File: src/rtl/pipelined_control.sv
// rtl/pipelined_control.sv - pipelined instruction control decoder with hazard, flush and halt handling
//
// Decodes opcode/mode into a packed control word and carries it through DEPTH
// register stages alongside valid, dst, halt and illegal bits.
// Optional macro CTRL_PERF_CNT_EN adds retired/bubble performance counters.
//
// Ports:
//   clk, reset                       clock, asynchronous active-high reset
//   instr_valid, opcode, mode        incoming instruction from fetch
//   src_a_addr, src_b_addr, dst_addr register addresses for the incoming instruction
//   stall_in, flush_in               downstream stall / taken-branch flush
//   ready_out                        incoming instruction consumed this cycle
//   ctrl_q, valid_q, illegal_q       output stage (stage DEPTH) control word and flags
//   done                             sticky, set when HALT retires
//   retired_cnt, bubble_cnt          (CTRL_PERF_CNT_EN only) performance counters
module pipelined_control #(
    parameter int DEPTH    = 2,
    parameter int OPCODE_W = 3,
    parameter int MODE_W   = 4,
    parameter int ALUOP_W  = 4,
    parameter int REG_AW   = 3,
    localparam int CW_W    = 12 + ALUOP_W
) (
    input  logic                clk,
    input  logic                reset,
    input  logic                instr_valid,
    input  logic [OPCODE_W-1:0] opcode,
    input  logic [MODE_W-1:0]   mode,
    input  logic [REG_AW-1:0]   src_a_addr,
    input  logic [REG_AW-1:0]   src_b_addr,
    input  logic [REG_AW-1:0]   dst_addr,
    input  logic                stall_in,
    input  logic                flush_in,
    output logic                ready_out,
    output logic [CW_W-1:0]     ctrl_q,
    output logic                valid_q,
    output logic                illegal_q,
`ifdef CTRL_PERF_CNT_EN
    output logic [15:0]         retired_cnt,
    output logic [15:0]         bubble_cnt,
`endif
    output logic                done
);

    localparam logic [OPCODE_W-1:0] OP_ADD   = OPCODE_W'(0);
    localparam logic [OPCODE_W-1:0] OP_XOR   = OPCODE_W'(1);
    localparam logic [OPCODE_W-1:0] OP_AND   = OPCODE_W'(2);
    localparam logic [OPCODE_W-1:0] OP_LDST  = OPCODE_W'(3);
    localparam logic [OPCODE_W-1:0] OP_ADI   = OPCODE_W'(4);
    localparam logic [OPCODE_W-1:0] OP_SHIFT = OPCODE_W'(5);
    localparam logic [OPCODE_W-1:0] OP_BR    = OPCODE_W'(6);

    // Control word bit positions
    localparam int B_TRUNC_REG = 0;
    localparam int B_TRUNC_PFX = 1;
    localparam int B_ABS_BR    = 2;
    localparam int B_REL_BR    = 3;
    localparam int B_BR_INV    = 4;
    localparam int B_BR_FLAG   = 5;
    localparam int B_MEM_WR    = 6;
    localparam int B_REG_WR    = 7;
    localparam int B_MEM2REG   = 8;

    // Decode of the incoming instruction
    logic [CW_W-1:0] dec_cw;
    logic            dec_halt;
    logic            dec_ill;

    always_comb begin
        dec_cw             = '0;
        dec_halt           = 1'b0;
        dec_ill            = 1'b0;
        dec_cw[B_REG_WR]   = 1'b1;
        dec_cw[11:10]      = 2'b01;
        case (opcode)
            OP_ADD:  dec_cw[CW_W-1:12] = ALUOP_W'(4'b0000);
            OP_XOR:  dec_cw[CW_W-1:12] = ALUOP_W'(4'b0001);
            OP_AND:  dec_cw[CW_W-1:12] = ALUOP_W'(4'b0010);
            OP_LDST: begin
                dec_cw[CW_W-1:12]   = ALUOP_W'(4'b0001);
                dec_cw[B_TRUNC_REG] = 1'b1;
                dec_cw[11:10]       = 2'b00;
                if (mode[3]) begin
                    dec_cw[B_MEM_WR] = 1'b1;
                    dec_cw[B_REG_WR] = 1'b0;
                end else begin
                    dec_cw[B_MEM2REG] = 1'b1;
                end
            end
            OP_ADI: begin
                dec_cw[CW_W-1:12]   = ALUOP_W'(4'b0000);
                dec_cw[B_TRUNC_REG] = 1'b1;
                dec_cw[B_TRUNC_PFX] = 1'b1;
                dec_cw[11:10]       = 2'b10;
            end
            OP_SHIFT: begin
                case (mode[2:0])
                    3'b000:  dec_cw[CW_W-1:12] = ALUOP_W'(4'b0100);
                    3'b010:  dec_cw[CW_W-1:12] = ALUOP_W'(4'b0101);
                    3'b011:  dec_cw[CW_W-1:12] = ALUOP_W'(4'b0011);
                    3'b100:  dec_cw[CW_W-1:12] = ALUOP_W'(4'b0110);
                    3'b110:  dec_cw[CW_W-1:12] = ALUOP_W'(4'b0111);
                    default: dec_ill = 1'b1;
                endcase
            end
            OP_BR: begin
                dec_cw[B_REG_WR]  = 1'b0;
                dec_cw[B_ABS_BR]  = mode[0];
                dec_cw[B_REL_BR]  = ~mode[0];
                dec_cw[B_BR_FLAG] = mode[1];
                dec_cw[B_BR_INV]  = mode[2];
            end
            default: begin
                dec_cw[B_REG_WR] = 1'b0;
                dec_halt         = 1'b1;
            end
        endcase
        // An illegal encoding must never write anything downstream
        if (dec_ill) begin
            dec_cw[B_REG_WR] = 1'b0;
            dec_cw[B_MEM_WR] = 1'b0;
        end
    end

    // Pipeline stage state; index 0 is stage 1, index DEPTH-1 is the output stage
    logic [DEPTH-1:0]  stage_valid_q, stage_valid_d;
    logic [DEPTH-1:0]  stage_halt_q,  stage_halt_d;
    logic [DEPTH-1:0]  stage_ill_q,   stage_ill_d;
    logic [CW_W-1:0]   stage_cw_q  [DEPTH];
    logic [CW_W-1:0]   stage_cw_d  [DEPTH];
    logic [REG_AW-1:0] stage_dst_q [DEPTH];
    logic [REG_AW-1:0] stage_dst_d [DEPTH];
    logic              done_q, done_d;
    logic              hazard;

    // Load-use: stage 1 is a load whose result the incoming instruction reads.
    // src_b only matters when the incoming instruction uses a register second operand.
    assign hazard = stage_valid_q[0] && stage_cw_q[0][B_MEM2REG] && instr_valid &&
                    ((src_a_addr == stage_dst_q[0]) ||
                     ((src_b_addr == stage_dst_q[0]) && (dec_cw[11:10] == 2'b01)));

    always_comb begin
        stage_valid_d = stage_valid_q;
        stage_halt_d  = stage_halt_q;
        stage_ill_d   = stage_ill_q;
        stage_cw_d    = stage_cw_q;
        stage_dst_d   = stage_dst_q;
        ready_out     = 1'b0;
        done_d        = done_q | (stage_valid_q[DEPTH-1] & stage_halt_q[DEPTH-1]);

        if (flush_in) begin
            // Wrong-path work is killed; anything offered now is consumed and dropped
            stage_valid_d = '0;
            ready_out     = 1'b1;
        end else if (!stall_in) begin
            for (int i = DEPTH - 1; i > 0; i--) begin
                stage_valid_d[i] = stage_valid_q[i-1];
                stage_halt_d[i]  = stage_halt_q[i-1];
                stage_ill_d[i]   = stage_ill_q[i-1];
                stage_cw_d[i]    = stage_cw_q[i-1];
                stage_dst_d[i]   = stage_dst_q[i-1];
            end
            ready_out        = !done_q && !hazard;
            stage_valid_d[0] = instr_valid && ready_out;
            stage_halt_d[0]  = dec_halt;
            stage_ill_d[0]   = dec_ill;
            stage_cw_d[0]    = dec_cw;
            stage_dst_d[0]   = dst_addr;
        end
    end

    always_ff @(posedge clk or posedge reset) begin
        if (reset) begin
            stage_valid_q <= '0;
            stage_halt_q  <= '0;
            stage_ill_q   <= '0;
            done_q        <= 1'b0;
            for (int i = 0; i < DEPTH; i++) begin
                stage_cw_q[i]  <= '0;
                stage_dst_q[i] <= '0;
            end
        end else begin
            stage_valid_q <= stage_valid_d;
            stage_halt_q  <= stage_halt_d;
            stage_ill_q   <= stage_ill_d;
            done_q        <= done_d;
            stage_cw_q    <= stage_cw_d;
            stage_dst_q   <= stage_dst_d;
        end
    end

    assign valid_q   = stage_valid_q[DEPTH-1];
    assign ctrl_q    = valid_q ? stage_cw_q[DEPTH-1] : '0;
    assign illegal_q = valid_q & stage_ill_q[DEPTH-1];
    assign done      = done_q;

`ifdef CTRL_PERF_CNT_EN
    logic [15:0] retired_cnt_q, retired_cnt_d;
    logic [15:0] bubble_cnt_q,  bubble_cnt_d;

    always_comb begin
        retired_cnt_d = retired_cnt_q;
        bubble_cnt_d  = bubble_cnt_q;
        if (!stall_in) begin
            if (valid_q) begin
                retired_cnt_d = retired_cnt_q + 16'd1;
            end else if (!done_q) begin
                bubble_cnt_d = bubble_cnt_q + 16'd1;
            end
        end
    end

    always_ff @(posedge clk or posedge reset) begin
        if (reset) begin
            retired_cnt_q <= '0;
            bubble_cnt_q  <= '0;
        end else begin
            retired_cnt_q <= retired_cnt_d;
            bubble_cnt_q  <= bubble_cnt_d;
        end
    end

    assign retired_cnt = retired_cnt_q;
    assign bubble_cnt  = bubble_cnt_q;
`endif

endmodule

File: config.mk
export PLATFORM = sky130hd
export DESIGN_NAME = pipelined_control
export DESIGN_NICKNAME = d
export VERILOG_FILES = /design/src/rtl/pipelined_control.sv
export SDC_FILE = /design/constraint.sdc
export NUM_CORES = 1
export LEC_CHECK = 0
export ABC_AREA = 1
export ABC_CLOCK_PERIOD_IN_PS = 2000
export BUFFER_PORTS_ARGS = -buffer_cell sky130_fd_sc_hd__buf_4
export CAP_MARGIN = 15
export CELL_PAD_IN_SITES_DETAIL_PLACEMENT = 1
export CELL_PAD_IN_SITES_GLOBAL_PLACEMENT = 1
export CORE_ASPECT_RATIO = 0.8
export CORE_UTILIZATION = 38
export CTS_CLUSTER_DIAMETER = 80
export DETAILED_ROUTE_END_ITERATION = 10
export PLACE_DENSITY = 0.87
export SLEW_MARGIN = 0
export SYNTH_ARGS = -nofsm -noshare
export SYNTH_HDL_FRONTEND = slang
export SYNTH_SLANG_ARGS = --single-unit
File: constraint.sdc
create_clock -name clk -period 2 [get_ports clk]
set_clock_uncertainty 0.1 [all_clocks]
set_input_delay 0.6 -clock clk [delete_from_list [all_inputs] [get_ports clk]]
set_output_delay 0.6 -clock clk [all_outputs]
set_load 0.02 [all_outputs]
Word level (Yosys, flattened, before mapping):

Cells that the tools add are included.

* eq/ne operators: 14
* multiply operators: 0
* bitwise gates (word level): 6
* muxes and demuxes: 20
* shift-type cells: 0
* magnitude comparators: 0
* div/mod/pow operators: 0
* $add $sub $neg: 0
* reduce and logical (&&, ||, !) cells: 17

Operators by type and width (count)
* $mux 16: 1
* $eq 3x3->1 const B: 5
* $pmux 3 s5: 1
* $eq 3x2->1 const B: 4
* $mux 1: 10
* $reduce_or 5->1: 2
* $pmux 3 s3: 1
* $mux 2: 4
* $reduce_or 7->1: 1
* $eq 3x3->1: 2
* $logic_and 1x1->1: 6
* $logic_not 3->1: 2
* $mux 4: 1
* $pmux 2 s2: 1
* $reduce_or 2->1: 2
* $eq 3x1->1 const B: 1
* $not 1->1: 3
* $and 1x1->1: 2
* $eq 2x1->1 const B: 1
* $logic_not 1->1: 2
* $ne 2x1->1 const B: 1
* $pmux 1 s2: 1
* $reduce_and 2->1: 1
* $logic_or 1x1->1: 1
* $or 1x1->1: 1

* memories: 0
* latch bits: 0
* output and inout bits: 20
* word-level logic and storage cells: 64
* bits in read-only memories: 0
* register bits after elaboration: 40
* RAM bits: 0

Longest topological paths before layout:

* depth in word-level cells: 11
* depth in mapped cells: 9
* gate-level depth less buffers: 9

Worst setup path after synthesis:

OpenSTA, ideal clock, no wires.

* kind: input port to output port
* from: input port opcode[2]
* to: output port ready_out
* slack: 0.033 ns
* path buffers: 0
* arrival time: 1.267 ns
* stages: 9
* cell sequence: inv_1 -> nand3_1 -> nand2_2 -> nor2_1 -> nand2_1 -> nand2_1 -> nand2_1 -> nand3_1 -> nand2_1

* longest elaborated chain between the ends: 10
* elaborated cells between the ends (all ways): 11
* classes of those cells: eq/ne: 3; mux: 3; reduce/logical: 5

RTL lines
* start, declared: line 27 `input logic [OPCODE_W-1:0] opcode,`
* $eq 3x3->1 or $eq 3x2->1 (tied branches): line 75 `case (opcode)`
* $pmux 2 s2 *: line 75
* $eq 2x1->1 *: line 140 `((src_b_addr == stage_dst_q[0]) && (dec_cw[11:10] == 2'b01)));`
* $logic_and 1x1->1 *: line 140
* $logic_or 1x1->1 *: line 139 `((src_a_addr == stage_dst_q[0]) ||`
* $logic_and 1x1->1 *: line 138 `assign hazard = stage_valid_q[0] && stage_cw_q[0][B_MEM2REG] && instr_valid &&`
* $logic_not 1->1 *: line 163 `ready_out = !done_q && !hazard;`
* $logic_and 1x1->1 *: line 163
* $mux 1 *: line 155 `end else if (!stall_in) begin`
* $mux 1 *: line 151 `if (flush_in) begin`
* end, declared: line 34 `output logic ready_out,`

Every way passes the cells marked *; elsewhere a longest branch is shown, timed or not.

Worst setup path in the final report:

* from: input port opcode[0]
* to: output port ready_out

The elaborated chain is that of the path after synthesis.

==> flow_metrics.tcl <==
set metrics [dict create \
    status "complete, but fails checks" \
    violations "negative setup slack" \
    syn_to_final_growth_pct 40.2 \
    fin_crit_sh 1.08 \
    grt_pass1_vias 1658 \
    ctsRootBufferMaster "clkbuf_8" \
    crit_chain "buf_8, nor2_4, nand2_2, nand2_4, nor2_1, nand2_1, nand2_1, nand2_2, nand3_2, nand2_2, buf_6" \
    clockBufferDepth 2 \
    rows 21 \
    clkSlewWorstSetupHoldPaths_ns 0.08 \
    antenna_found_initial 0 \
    yosysTopAreaCell "dfrtp_1" \
    p_per_area_mw_per_mm2 739 \
    core_mm2 0.00428 \
    p_seq_frac 0.471 \
    cts.sinks 36 \
    pin_count 41 \
    slew_headroom 0.615 \
    crit_type "in2out" \
    cts_tree "built" \
    synth_area_leaders "dfrtp_1 (52%), nand2_1 (16%), inv_1 (8.9%), o21ai_1 (5.5%), nand3_1 (2.3%)" \
    cp_max_fo 3 \
    ant_nets 0 \
    pre_cts_ws_ns -0.241 \
    dp_cells 314 \
    end_kind "primary output" \
    crit_required_ns 1.30 \
    vias_per_cell 4.69 \
    grt_pass1_wl_mm 7.78 \
    grt_max_degree 37 \
    finalWorstSetupSlack_ns -0.153 \
    hpwl_mm 3.02 \
    layout.nets 301 \
    die_height_um 62.4 \
    rsz0062_at_grt "yes" \
    drc_errors 0 \
    hold_viol_final 0 \
    htree_levels 2 \
    io_buffers 38 \
    syn_avg_cell_area_um2 7.80 \
    initial_core_util 0.404 \
    instances_no_fill 338 \
    p_sw_mw 0.487 \
    ys_seq_area_frac 0.520 \
    critical_path.max_stage_delay_ns 0.11 \
    wl_per_cell_um 13.6 \
    die_x_um 77.5 \
    drive_gt1_frac 0.310 \
    hold_buffers 0 \
    drt_iter0_drc 96 \
    ir_drop_v 0.000459 \
    clock_latency_ns 0.30 \
    synth_cells 222 \
    worstMarginPinSlew_ns 0.577 \
    vias 1586 \
    slew_violations 0 \
    synth_area_mm2 0.00173 \
    arrival_ns 1.45 \
    synth_top_area_frac 0.520 \
    hp-class "in2async" \
    die-area_mm2 0.00483 \
    p_clk_frac 0.356 \
    cp_slowest_cell "buf_8" \
    post-route-util 0.567 \
    power.internal_mw 1.31 \
    drt-total-wl_mm 4.60 \
    synth.distinct_cells 26 \
    leakage_nw 1.36 \
    crit_top_cell "nand2_2" \
    switching_share 0.271 \
    p_comb_frac 0.173 \
    insertedDiodeCount 0 \
    gp_congestion 0.777 \
    fin_crit_ns 2.15 \
    fmax_mhz 465 \
    drt_first_pass_iters 4 \
    grt-ovfl-total 0 \
    yosysWarningCount 0 \
    grt_use_total 0.214 \
    cts_made_buffers 5 \
    synth-seq-cells 36 \
    drv_cap 0 \
    worst_setup_path_start_kind "input pin" \
    setup_viol 1 \
]
final timing paths:
check                                                start                      endpoint  slack [ns]  depth (start not counted)
worst max register to register  stage_dst_q[5]$_DFFE_PP0P_  stage_valid_q[0]$_DFFE_PP0P_        0.06                         16
worst max-delay path                             opcode[0]                     ready_out       -0.15                         11
max in group asynchronous                            reset     stage_cw_q[5]$_DFFE_PP0P_        1.17                          3
worst min register to register  stage_cw_q[11]$_DFFE_PP0P_    stage_cw_q[11]$_DFFE_PP0P_        0.38                          2
min in group clk                stage_cw_q[11]$_DFFE_PP0P_    stage_cw_q[11]$_DFFE_PP0P_        0.38                          2
worst min-delay path                                 reset    stage_cw_q[18]$_DFFE_PP0P_        0.31                          3
cells in the final DEF, fill, tap and decap left out, types with 4 or more instances in the layout:
master and instances:
nand2_1 69, buf_4 48, inv_1 38, dfrtp_1 36
o21ai_1 19, buf_6 11, nor2_1 8, clkbuf_8 5
inv_2 4, nand2_2 4, nand3_1 4
area by class of cell:
cell class	instances	area [um2]
Fill cell	519	1850
Inverter	43	164
Tap cell	57	71.3
Timing Repair Buffer	61	519
Clock inverter	2	35.0
Sequential cell	36	901
Clock buffer	6	72.6
Multi-Input combinational cell	133	666
synthesized netlist by cell type (all sizes together):
| master | count |
|---|---|
| xnor2 | 3 |
| nor3 | 2 |
| a31oi | 1 |
| dfrtp | 36 |
| nand4 | 3 |
| inv | 43 |
| nand3 | 8 |
| a21oi | 3 |
| conb | 1 |
| nor2 | 10 |
| o32ai | 1 |
| nand2 | 74 |
| o21bai | 1 |
| o31ai | 1 |
| o22ai | 1 |
| o211ai | 1 |
| o21a | 1 |
| o21ai | 21 |
| clkbuf | 1 |
| buf | 10 |
power groups by stage:
stage	sequential [mW]	combinational [mW]	clock [mW]
2_1_floorplan	0.855	0.166	0
6_report	0.846	0.311	0.638
3_5_place_dp	0.857	0.276	0
4_1_cts	0.844	0.296	0.641
5_1_grt	0.856	0.346	0.681
3_3_place_gp	0.854	0.263	0
registers in the layout, summed over array words and instances (netlist names):
signal         count
stage_cw_q        26
stage_dst_q        3
stage_halt_q       2
stage_ill_q        2
stage_valid_q      2
done               1
routing by layer:
metal	wire length (um)	GRT usage	up-vias
met5	0	0	-
met4	101	0.116	0
met3	164	0.0409	10
met2	2320	0.371	37
met1	2020	0.250	752
li1	-	-	787
per-stage QoR:
stage                     power [mW]  hold WS [ns]  TNS, ns  area, um2
after floorplan                 1.02         0.342        0       1740
after global placement          1.12         0.355   -0.147       2090
after detailed placement        1.13         0.358   -0.241       2090
after CTS                       1.78         0.326   -0.270       2360
after global routing            1.88         0.375   -0.199       2430
final                           1.79         0.314   -0.153       2430
timing repair:
| item | 4_1_cts | 5_1_grt |
|---|---|---|
| pin swaps | 3 | 7 |
| resized for setup | 11 | 20 |
| buffers inserted | 17 | 1 |
| endpoints found under the setup margin | 1 | 4 |
cells by family (layout without fill, tap and decap cells):
| family | after synthesis | in the layout | synth area share |
|---|---|---|---|
| simple gates | 97 | 97 | 0.232 |
| buf+inv | 54 | 112 | 0.132 |
| flops | 36 | 36 | 0.520 |
| compound gates | 31 | 31 | 0.0990 |
| xor+xnor | 3 | 3 | 0.0152 |
| other cells | 1 | 2 | 0.00217 |
critical path, delay by kind of cell:
kind	cells	cell delay, ns
AND/OR/NAND/NOR	9	0.61
buffers and inverters	2	0.22
Note: power is estimated with default switching activity, not from simulation.
